===== src/rtl/demux_one_hot_pipe_pkg.sv =====
// Shared types and helpers for the one-hot demultiplexer and its companion mux.
// Holds the occupancy encoding, the one-hot test and the saturating increment.
package demux_one_hot_pipe_pkg;

   typedef enum logic [1:0] {
      OCC_EMPTY = 2'd0,
      OCC_ONE   = 2'd1,
      OCC_TWO   = 2'd2
   } occ_t;

   // Widest select and counter the helpers accept; callers zero-extend into these.
   localparam int unsigned MAX_SEL_WIDTH = 64;
   localparam int unsigned MAX_CNT_WIDTH = 32;

   function automatic logic is_one_hot(input logic [MAX_SEL_WIDTH-1:0] v);
      return (v != '0) && ((v & (v - 64'd1)) == '0);
   endfunction

   function automatic logic [MAX_CNT_WIDTH-1:0] sat_inc(input logic [MAX_CNT_WIDTH-1:0] v,
                                                       input int unsigned width);
      logic [MAX_CNT_WIDTH-1:0] max_val;
      max_val = (width >= MAX_CNT_WIDTH) ? '1 : ((32'd1 << width) - 32'd1);
      return (v >= max_val) ? max_val : v + 32'd1;
   endfunction

endpackage


===== src/rtl/demux_one_hot_pipe_chan_buf2.sv =====
// Two-entry per-channel output buffer with push/pop handshake and occupancy state.
// The head register is cleared whenever the buffer drains so an empty channel reads as zero.
module demux_chan_buf2
   import demux_one_hot_pipe_pkg::*;
#(
   parameter int WORD_WIDTH = 8
) (
   input  logic                  clk,
   input  logic                  rst,
   input  logic                  push,
   input  logic                  pop,
   input  logic [WORD_WIDTH-1:0] din,
   output logic                  valid,
   output logic                  full,
   output logic [WORD_WIDTH-1:0] head
);

   occ_t                  occ_reg,  occ_next;
   logic [WORD_WIDTH-1:0] head_reg, head_next;
   logic [WORD_WIDTH-1:0] tail_reg, tail_next;

   always_ff @(posedge clk or posedge rst) begin
      if (rst) begin
         occ_reg  <= OCC_EMPTY;
         head_reg <= '0;
         tail_reg <= '0;
      end else begin
         occ_reg  <= occ_next;
         head_reg <= head_next;
         tail_reg <= tail_next;
      end
   end

   always_comb begin
      occ_next  = occ_reg;
      head_next = head_reg;
      tail_next = tail_reg;
      case (occ_reg)
         OCC_EMPTY: begin
            if (push) begin
               occ_next  = OCC_ONE;
               head_next = din;
            end
         end
         OCC_ONE: begin
            if (push && pop) begin
               head_next = din;
            end else if (push) begin
               occ_next  = OCC_TWO;
               tail_next = din;
            end else if (pop) begin
               occ_next  = OCC_EMPTY;
               head_next = '0;
            end
         end
         OCC_TWO: begin
            // The top holds ready low for a full channel, so push never arrives here.
            if (pop) begin
               occ_next  = OCC_ONE;
               head_next = tail_reg;
               tail_next = '0;
            end
         end
         default: begin
            occ_next  = OCC_EMPTY;
            head_next = '0;
            tail_next = '0;
         end
      endcase
   end

   assign valid = (occ_reg != OCC_EMPTY);
   assign full  = (occ_reg == OCC_TWO);
   assign head  = head_reg;

endmodule


===== src/rtl/demux_one_hot_pipe.sv =====
// One-hot demultiplexer: steers each accepted word into the buffered channel named by IN_SEL.
// Words with a zero or multi-hot select are accepted, dropped and counted.
module demux_one_hot_pipe
   import demux_one_hot_pipe_pkg::*;
#(
   parameter  int WORD_WIDTH  = 8,
   parameter  int WORD_COUNT  = 4,
   parameter  int CNT_WIDTH   = 8,
   localparam int TOTAL_WIDTH = WORD_COUNT * WORD_WIDTH
) (
   input  logic                   CLK,
   input  logic                   RESET,
   input  logic                   IN_VALID,
   output logic                   IN_READY,
   input  logic [WORD_COUNT-1:0]  IN_SEL,
   input  logic [WORD_WIDTH-1:0]  IN_DATA,
   output logic [WORD_COUNT-1:0]  OUT_VALID,
   input  logic [WORD_COUNT-1:0]  OUT_READY,
   output logic [TOTAL_WIDTH-1:0] WORDS_OUT,
   output logic                   SEL_ERROR,
   output logic [CNT_WIDTH-1:0]   DROP_COUNT
);

   logic                  sel_ok;
   logic                  accept;
   logic                  drop;
   logic [WORD_COUNT-1:0] full;
   logic [WORD_COUNT-1:0] push;
   logic                  sel_error_reg;
   logic [CNT_WIDTH-1:0]  drop_count_reg, drop_count_next;

   assign sel_ok = is_one_hot(MAX_SEL_WIDTH'(IN_SEL));

   // Ready looks only at registered fullness, never at OUT_READY, so a full
   // channel stays closed even in a cycle where it is also draining.
   assign IN_READY = sel_ok ? ~|(full & IN_SEL) : 1'b1;
   assign accept   = IN_VALID & IN_READY;
   assign drop     = accept & ~sel_ok;

   generate
      for (genvar gi = 0; gi < WORD_COUNT; gi++) begin : g_chan
         assign push[gi] = accept & sel_ok & IN_SEL[gi];

         demux_chan_buf2 #(
            .WORD_WIDTH (WORD_WIDTH)
         ) u_buf (
            .clk   (CLK),
            .rst   (RESET),
            .push  (push[gi]),
            .pop   (OUT_VALID[gi] & OUT_READY[gi]),
            .din   (IN_DATA),
            .valid (OUT_VALID[gi]),
            .full  (full[gi]),
            .head  (WORDS_OUT[WORD_WIDTH*gi +: WORD_WIDTH])
         );
      end
   endgenerate

   assign drop_count_next = CNT_WIDTH'(sat_inc(MAX_CNT_WIDTH'(drop_count_reg), CNT_WIDTH));

   always_ff @(posedge CLK or posedge RESET) begin
      if (RESET) begin
         sel_error_reg  <= 1'b0;
         drop_count_reg <= '0;
      end else if (drop) begin
         sel_error_reg  <= 1'b1;
         drop_count_reg <= drop_count_next;
      end
   end

   assign SEL_ERROR  = sel_error_reg;
   assign DROP_COUNT = drop_count_reg;

endmodule

===== config.mk =====
export PLATFORM = sky130hd
export DESIGN_NAME = demux_one_hot_pipe
export DESIGN_NICKNAME = d
export VERILOG_FILES = /design/src/rtl/demux_one_hot_pipe_pkg.sv /design/src/rtl/demux_one_hot_pipe_chan_buf2.sv /design/src/rtl/demux_one_hot_pipe.sv
export SDC_FILE = /design/constraint.sdc
export NUM_CORES = 1
export LEC_CHECK = 0
export ABC_AREA = 1
export CAP_MARGIN = 20
export CORE_MARGIN = 2
export CORE_UTILIZATION = 40
export DETAILED_ROUTE_END_ITERATION = 6
export PLACE_DENSITY = 0.72
export SETUP_SLACK_MARGIN = 0.1
export SLEW_MARGIN = 20
export SYNTH_ARGS = -nofsm -noshare
export SYNTH_HDL_FRONTEND = slang
export SYNTH_SLANG_ARGS = --single-unit
export TNS_END_PERCENT = 20

===== constraint.sdc =====
create_clock -name CLK -period 2.4 [get_ports CLK]
set_input_delay 0.24 -clock CLK [delete_from_list [all_inputs] [get_ports CLK]]
set_output_delay 0.24 -clock CLK [all_outputs]
set_load 0.01 [all_outputs]

==> out/qor.yml, run 1 <==
worst_setup_path:
  critPathTopFamily: "buffers and inverters"
  crit_arrival_ps: 1950
  crit_fanout: 12
  crit_cells: 5
  path_cells: "inv_1 > nand3_1 > nand2_1 > o21ai_0 > clkdlybuf4s50_1"
  rr_worst_depth: 11
  startpoint: "g_chan[3].u_buf.occ_reg[0]$_DFFE_PP0P_"
  r2r_start: "g_chan[3].u_buf.occ_reg[0]$_DFFE_PP0P_"
  path_buf_inv: 2
  worstReg2RegEnd: "g_chan[1].u_buf.tail_reg[6]$_DFFE_PP0P_"
  worst_ep_required_time_ps: 2160
  worstSetupEndpoint: "IN_READY"
  rrSetupSlack_ps: 360
  worstSetupEndpointType: "primary output"
  critical_path.max_stage_delay_ps: 580
  setup.worst_path.class: "reg2out"
  critPathLaunchType: "flop"
  slowest_stage: "clkdlybuf4s50_1"
routing:
  viasPerCell: 5.120
  drc_errors: 0
  ant_nets: 0
  drtIter0Drc: 249
  routed_wl_um: 11380
  firstDrtPassIters: 5
  wire_per_inst_um: 13.50
  vias: 4316
timing:
  finalCritPeriodShare: 0.9126
  slew_headroom: 0.5956
  rsz0062_at_grt: "false"
  period_minus_slack_ps: 2190
  setup_viol: 0
  whs_ps: 361.9
  clock_skew_ps: 7.317
  tightest_slew_ps: 604.4
  timing.fmax_mhz: 456.6
  hold_violations: 0
  final_max_slew_viol_count: 0
  tns_ps: 0
synthesis:
  synth_top_area_cell: "dfrtp_1"
  syn_nets: 647
  synth_edf_count: 0
  postSynth.asyncResetShare: 1.000
  syn-cell-area_um2: 4513
  yosys-top-cells-area: "dfrtp_1, nand2_1, nand3_1"
  yosysSeqAreaShare: 0.4491
  synth_top_cell_area_share: 0.4491
  ys_types: 34
  synth_seq_cells: 81
  synthFlopType: "dfrtp_1"
  yosysWarningCount: 0
  avgSynthCellArea_um2: 7.198
  synth_cells: 627
floorplanning:
  rows: 38
  fp.dieArea_um2: 12150
  die_h_um: 110.2
  die_w_um: 110.2
  design.core.area_um2: 10940
  floorplan.initialDensity: 0.4127
  num_io_pins: 65
run_status:
  status: "finished, final reports clean"
layout:
  most-common-layout-cells: "nand2_1, dfrtp_1, clkdlybuf4s50_1, nand3_1, nor2_1"
  drive_gt1_frac: 0.09104
  final_common_cell: "nand2_1"
  area_delta_synth_final_pct: 25.06
  design_area_um2: 5644
  fin_cells: 843
  num_antenna_cells: 0
  fin_nets: 720
clocking:
  cts_buffers: 9
  cts-root-buf: "clkbuf_16"
  cts_sinks: 81
  clockBufferDepth: 2
  clk_latency_ps: 340
  cts_max_level: 3
  path_clk_slew_ps: 60
  cts_tree: "yes"
pwr:
  peakVddDrop_uv: 812.9
  total_power_mw: 5.371
  leakagePower_nw: 2.839
  power_density_nw_per_um2: 951.5
placement:
  place.port_buffers: 64
  place_inst: 827
  gp_congestion: 0.8906
  place_area_um2: 5339
  dp_hpwl_um: 8381
global_route:
  gr-total-overflow: 0
  grt_usage: 0.2037
  grt_pass1_vias: 4095
  grt_pass1_wl_um: 19170
  grt_start_max_net_pins: 82
  antenna_found_initial: 0
worst_hold_path:
  hold_class: "in2async"
run:
  drv_cap: 0
==> repair_timing <==
item,CTS,global route
buffers inserted,0,2
hold buffers,0,0
endpoints found under the setup margin,0,1
gates resized for setup,0,2
==> worst min-delay path by stage <==
stage                                            start                                      end  slack [ps]  cells after the start
6_report                                         RESET  g_chan[1].u_buf.tail_reg[3]$_DFFE_PP0P_         360                      3
5_1_grt                                          RESET   g_chan[1].u_buf.occ_reg[0]$_DFFE_PP0P_         410                      3
4_1_cts                                          RESET  g_chan[1].u_buf.tail_reg[3]$_DFFE_PP0P_         390                      3
3_5_place_dp   g_chan[1].u_buf.tail_reg[4]$_DFFE_PP0P_  g_chan[1].u_buf.tail_reg[4]$_DFFE_PP0P_         460                      2
3_3_place_gp                     SEL_ERROR$_DFFE_PP0P_                    SEL_ERROR$_DFFE_PP0P_         460                      1
2_1_floorplan                             OUT_READY[2]   g_chan[2].u_buf.occ_reg[1]$_DFFE_PP0P_         300                      1
==> power breakdown <==
group / leakage, nW / internal [mW] / switching [mW]
sequential: 1.06 / 1.77 / 0.277
clock: 0.137 / 0.821 / 0.525
combinational: 1.65 / 0.930 / 1.04
total: 2.84 / 3.52 / 1.85
==> tightest hold or removal path, stage by stage <==
cell and delay [ps]:
clkdlybuf4s50_1 440, clkinvlp_4 90, buf_12 350
==> routing by layer <==
metal,up-vias,global-route usage,part of all wire
met2,121,0.3339,0.47
met1,2029,0.2636,0.46
met3,24,0.03939,0.049
li1,2142,-,-
met5,-,0,0
met4,0,0.08571,0.025
==> cell families after synthesis <==
group                    count (synthesis)  synth area share
adder cells (fa/ha/maj)                  1          0.002772
AND/OR/NAND/NOR                        395            0.3687
buffers and inverters                   70           0.06377
XOR/XNOR                                 3          0.005823
AO/OA/AOI/OAI                           77            0.1098
flip-flops                              81            0.4491
==> synthesized netlist by cell type, types with 2 or more instances <==
master and n:
o21ai_0 43, o21a_1 3, a21oi_1 4, inv_1 49, o21ai_2 9, nor2_4 2
nor3_1 2, nand2_2 6, nand4_1 5, nand4_2 2, clkbuf_1 6, dfrtp_1 81
nand3_2 2, nand3_1 58, inv_2 8, o21bai_1 2, nand2_1 261, or2_2 3
nor2_1 50, o21ai_1 9, buf_4 4, buf_2 2, a21oi_4 4, xor2_1 2
==> layout make-up <==
type	instances	area (um2)
fill	1093	5291
multi-input combinational	476	2198
sequential	81	2027
timing repair buffer	75	740.7
clock buffer	11	242.7
inverter	57	217.7
tap	140	175.2
clock inverter	3	42.54
==> stage by stage <==
stage                     setup WS, ps    util
final                            209.9  0.5161
after global routing             156.2  0.5161
after CTS                        121.9  0.5143
after detailed placement         78.54  0.4882
after global placement           153.7  0.4882
after floorplan                  790.6       -
No activity file was read; power rests on OpenSTA's default activity.
==> inputs of run 2 (changes only) <==
--- a/config.mk
+++ b/config.mk
@@ -8,9 +8,9 @@
 export ABC_AREA = 1
 export CAP_MARGIN = 20
 export CORE_MARGIN = 2
-export CORE_UTILIZATION = 40
+export CORE_UTILIZATION = 50
 export DETAILED_ROUTE_END_ITERATION = 6
-export PLACE_DENSITY = 0.72
+export PLACE_DENSITY = 0.85
 export SETUP_SLACK_MARGIN = 0.1
 export SLEW_MARGIN = 20
 export SYNTH_ARGS = -nofsm -noshare
==> run 2 against run 1 <==
Worst setup slack worse by 11 ps; utilization grew 12 points; combinational power barely moved; sequential power about the same; clock power decreased by 23%; routed wire length up 0.48%; final area fell by 2.4%; final cell count down 3.8%; largest cell class unchanged.
==> out/qor.yml, run 2 (synthesis gave the netlist of run 1 again) <==
worst_setup_path:
  crit_fanout: 5  # -7
  path_cells: "clkdlybuf4s50_1 > inv_1 > nand2_1 > nand2_1 > a21oi_4 > o21ai_0 > clkdlybuf4s50_1"
  critical_path.max_stage_delay_ps: 600  # +20 ps
  setup.worst_path.class: "in2out"
  startpoint: "IN_SEL[2]"
  worst_ep_required_time_ps: 2160  # about the same
  critPathLaunchType: "primary input"
  slowest_stage: "clkdlybuf4s50_1"
  crit_arrival_ps: 1960  # about the same
  worstSetupEndpointType: "primary output"
  r2r_start: "g_chan[3].u_buf.occ_reg[0]$_DFFE_PP0P_"
pwr:
  leakagePower_nw: 2.785  # -1.9%
  power_density_nw_per_um2: 919.8  # -3.3%
  p_seq_frac: 0.405  # +0.023
  pwr-share-clk: 0.204  # -0.047
  p_switching_mw: 1.831  # -0.82%
  p_comb_frac: 0.391  # +0.024
  swShare: 0.3614  # +0.01767
  p_int_mw: 3.235  # -8.2%
  peakVddDrop_uv: 409.4  # -50%
run:
  drv_cap: 0  # unchanged
routing:
  ant_nets: 0  # unchanged
  drc_errors: 0  # unchanged
  routed_wl_um: 11440  # +0.48%
  drtIter0Drc: 360  # +45%
  firstDrtPassIters: 5  # unchanged
  wire_per_inst_um: 14.10  # +4.4%
  viasPerCell: 5.374  # +5.0%
  vias: 4358  # +0.97%
floorplanning:
  die_h_um: 99.01  # -10%
  rows: 34  # -11%
  fp.dieArea_um2: 9802  # -19%
  die_w_um: 99.01  # -10%
  design.core.area_um2: 8721  # -20%
  floorplan.initialDensity: 0.5175  # +0.1048
  num_io_pins: 65  # unchanged
layout:
  design_area_um2: 5508  # -2.4%
  fin_nets: 718  # -0.28%
  drive_gt1_frac: 0.09104  # unchanged
  fin_cells: 811  # -3.8%
  nFillCells: 758  # -31%
  num_antenna_cells: 0  # unchanged
  final_common_cell: "nand2_1"
  area_delta_synth_final_pct: 22.04
  most-common-layout-cells: "nand2_1, dfrtp_1, clkdlybuf4s50_1, nand3_1, nor2_1"
timing:
  hold_violations: 0  # unchanged
  whs_ps: 324.6  # -37.28 ps
  tightest_slew_ps: 619.6  # +15.23 ps
  period_minus_slack_ps: 2201  # +10.87 ps
  timing.fmax_mhz: 454.3  # -0.49%
  tns_ps: 0  # unchanged
  slew_headroom: 0.5854  # -0.01019
  final_max_slew_viol_count: 0  # unchanged
  setup_viol: 0  # unchanged
  clock_skew_ps: 6.818  # -0.4990 ps
  finalCritPeriodShare: 0.9171  # +0.004530
  rsz0062_at_grt: "false"
clocking:
  cts_hold_buf: 0  # unchanged
  cts_sinks: 81  # unchanged
  path_clk_slew_ps: 80  # +20 ps
  clk_latency_ps: 350  # about the same
  cts_tree: "yes"
  cts_buffers: 9  # unchanged
  clockBufferDepth: 2  # unchanged
  cts-root-buf: "clkbuf_8"
  cts_max_level: 3  # unchanged
placement:
  place_area_um2: 5284  # -1.0%
  gp_congestion: 0.8731  # -2.0%
  place.port_buffers: 64  # unchanged
  dp_hpwl_um: 8195  # -2.2%
  place_inst: 793  # -4.1%
global_route:
  grt-busiest-layer: "met2"
  grt_start_max_net_pins: 82  # unchanged
  use_met2: 0.4002  # +0.06629
  gr-total-overflow: 0  # unchanged
  grt_pass1_vias: 4186  # +2.2%
  met3_usage: 0.04752  # +0.008129
  grt_usage: 0.2432  # +0.03948
  use_met1: 0.3077  # +0.04409
  antenna_found_initial: 0  # unchanged
  grt_pass1_wl_um: 19270  # +0.54%
worst_hold_path:
  hold_class: "in2async"
run_status:
  status: "finished, final reports clean"
[run 2: changes by cell type in the layout (fill, tap and decap cells not counted)]
cell,before,now
buf_4,10,8
clkbuf_16,9,0
clkbuf_8,1,11
clkdlybuf4s50_1,62,63
clkinv_4,0,1
dlymetal6s2s_1,2,1
[run 2: layer usage]
metal / vias to the layer above / share of wire
li1: 2128 / -
met1: 2033 / 0.43
met2: 161 / 0.47
met3: 36 / 0.062
met4: 0 / 0.038
met5: - / 0
[run 2: final cells by class]
| cell class | instances | area [um2] | share of cell area |
|---|---|---|---|
| clock buffer | 12 | 155.1 | 0.02817 |
| clock inverter | 4 | 51.30 | 0.009314 |
| inverter | 57 | 217.7 | 0.03953 |
| multi-input combinational | 476 | 2198 | 0.3991 |
| sequential | 81 | 2027 | 0.3680 |
| tap | 108 | 135.1 | 0.02453 |
| timing repair buffer | 73 | 723.2 | 0.1313 |
[run 2: worst paths after layout]
kind	slack [ps]	cells after the start	to
setup / recovery	200	7	IN_READY
min in group CLK	430	3	g_chan[0].u_buf.occ_reg[1]$_DFFE_PP0P_
hold / removal	320	3	DROP_COUNT[2]$_DFFE_PP0P_
hold reg to reg	470	2	g_chan[1].u_buf.tail_reg[4]$_DFFE_PP0P_
setup reg to reg	310	11	g_chan[1].u_buf.tail_reg[1]$_DFFE_PP0P_
max in group asynchronous	1700	3	SEL_ERROR$_DFFE_PP0P_
[run 2: power groups by stage]
| stage | Combinational (mW) | Clock [mW] | Sequential, mW |
|---|---|---|---|
| after floorplan | 0.972 | 0 | 2.16 |
| after global placement | 1.91 | 0 | 2.05 |
| after detailed placement | 1.98 | 0 | 2.07 |
| after CTS | 1.99 | 1.05 | 2.05 |
| after global routing | 2.20 | 1.10 | 2.11 |
| final | 1.98 | 1.04 | 2.05 |
[run 2: timing repair]
item                                    4_1_cts  5_1_grt
resized for setup                             0        1
setup buffers                                 0        2
hold endpoints to repair                      0        0
endpoints found under the setup margin        0        1
[run 2: worst max-delay path: cells and delay by family]
kind,cells,cell delay [ps]
AOI/OAI and AO/OA,2,350
and+or+nand+nor,2,150
buffers and inverters,3,1210
[run 2: stage by stage]
step	worst slack, ps	utilization	power (mW)
after floorplan	790.6	-	3.134
after global placement	96.65	0.6059	3.953
after detailed placement	14.62	0.6059	4.046
after CTS	160.6	0.6296	5.086
after global routing	110.3	0.6316	5.414
final	199.0	0.6316	5.066
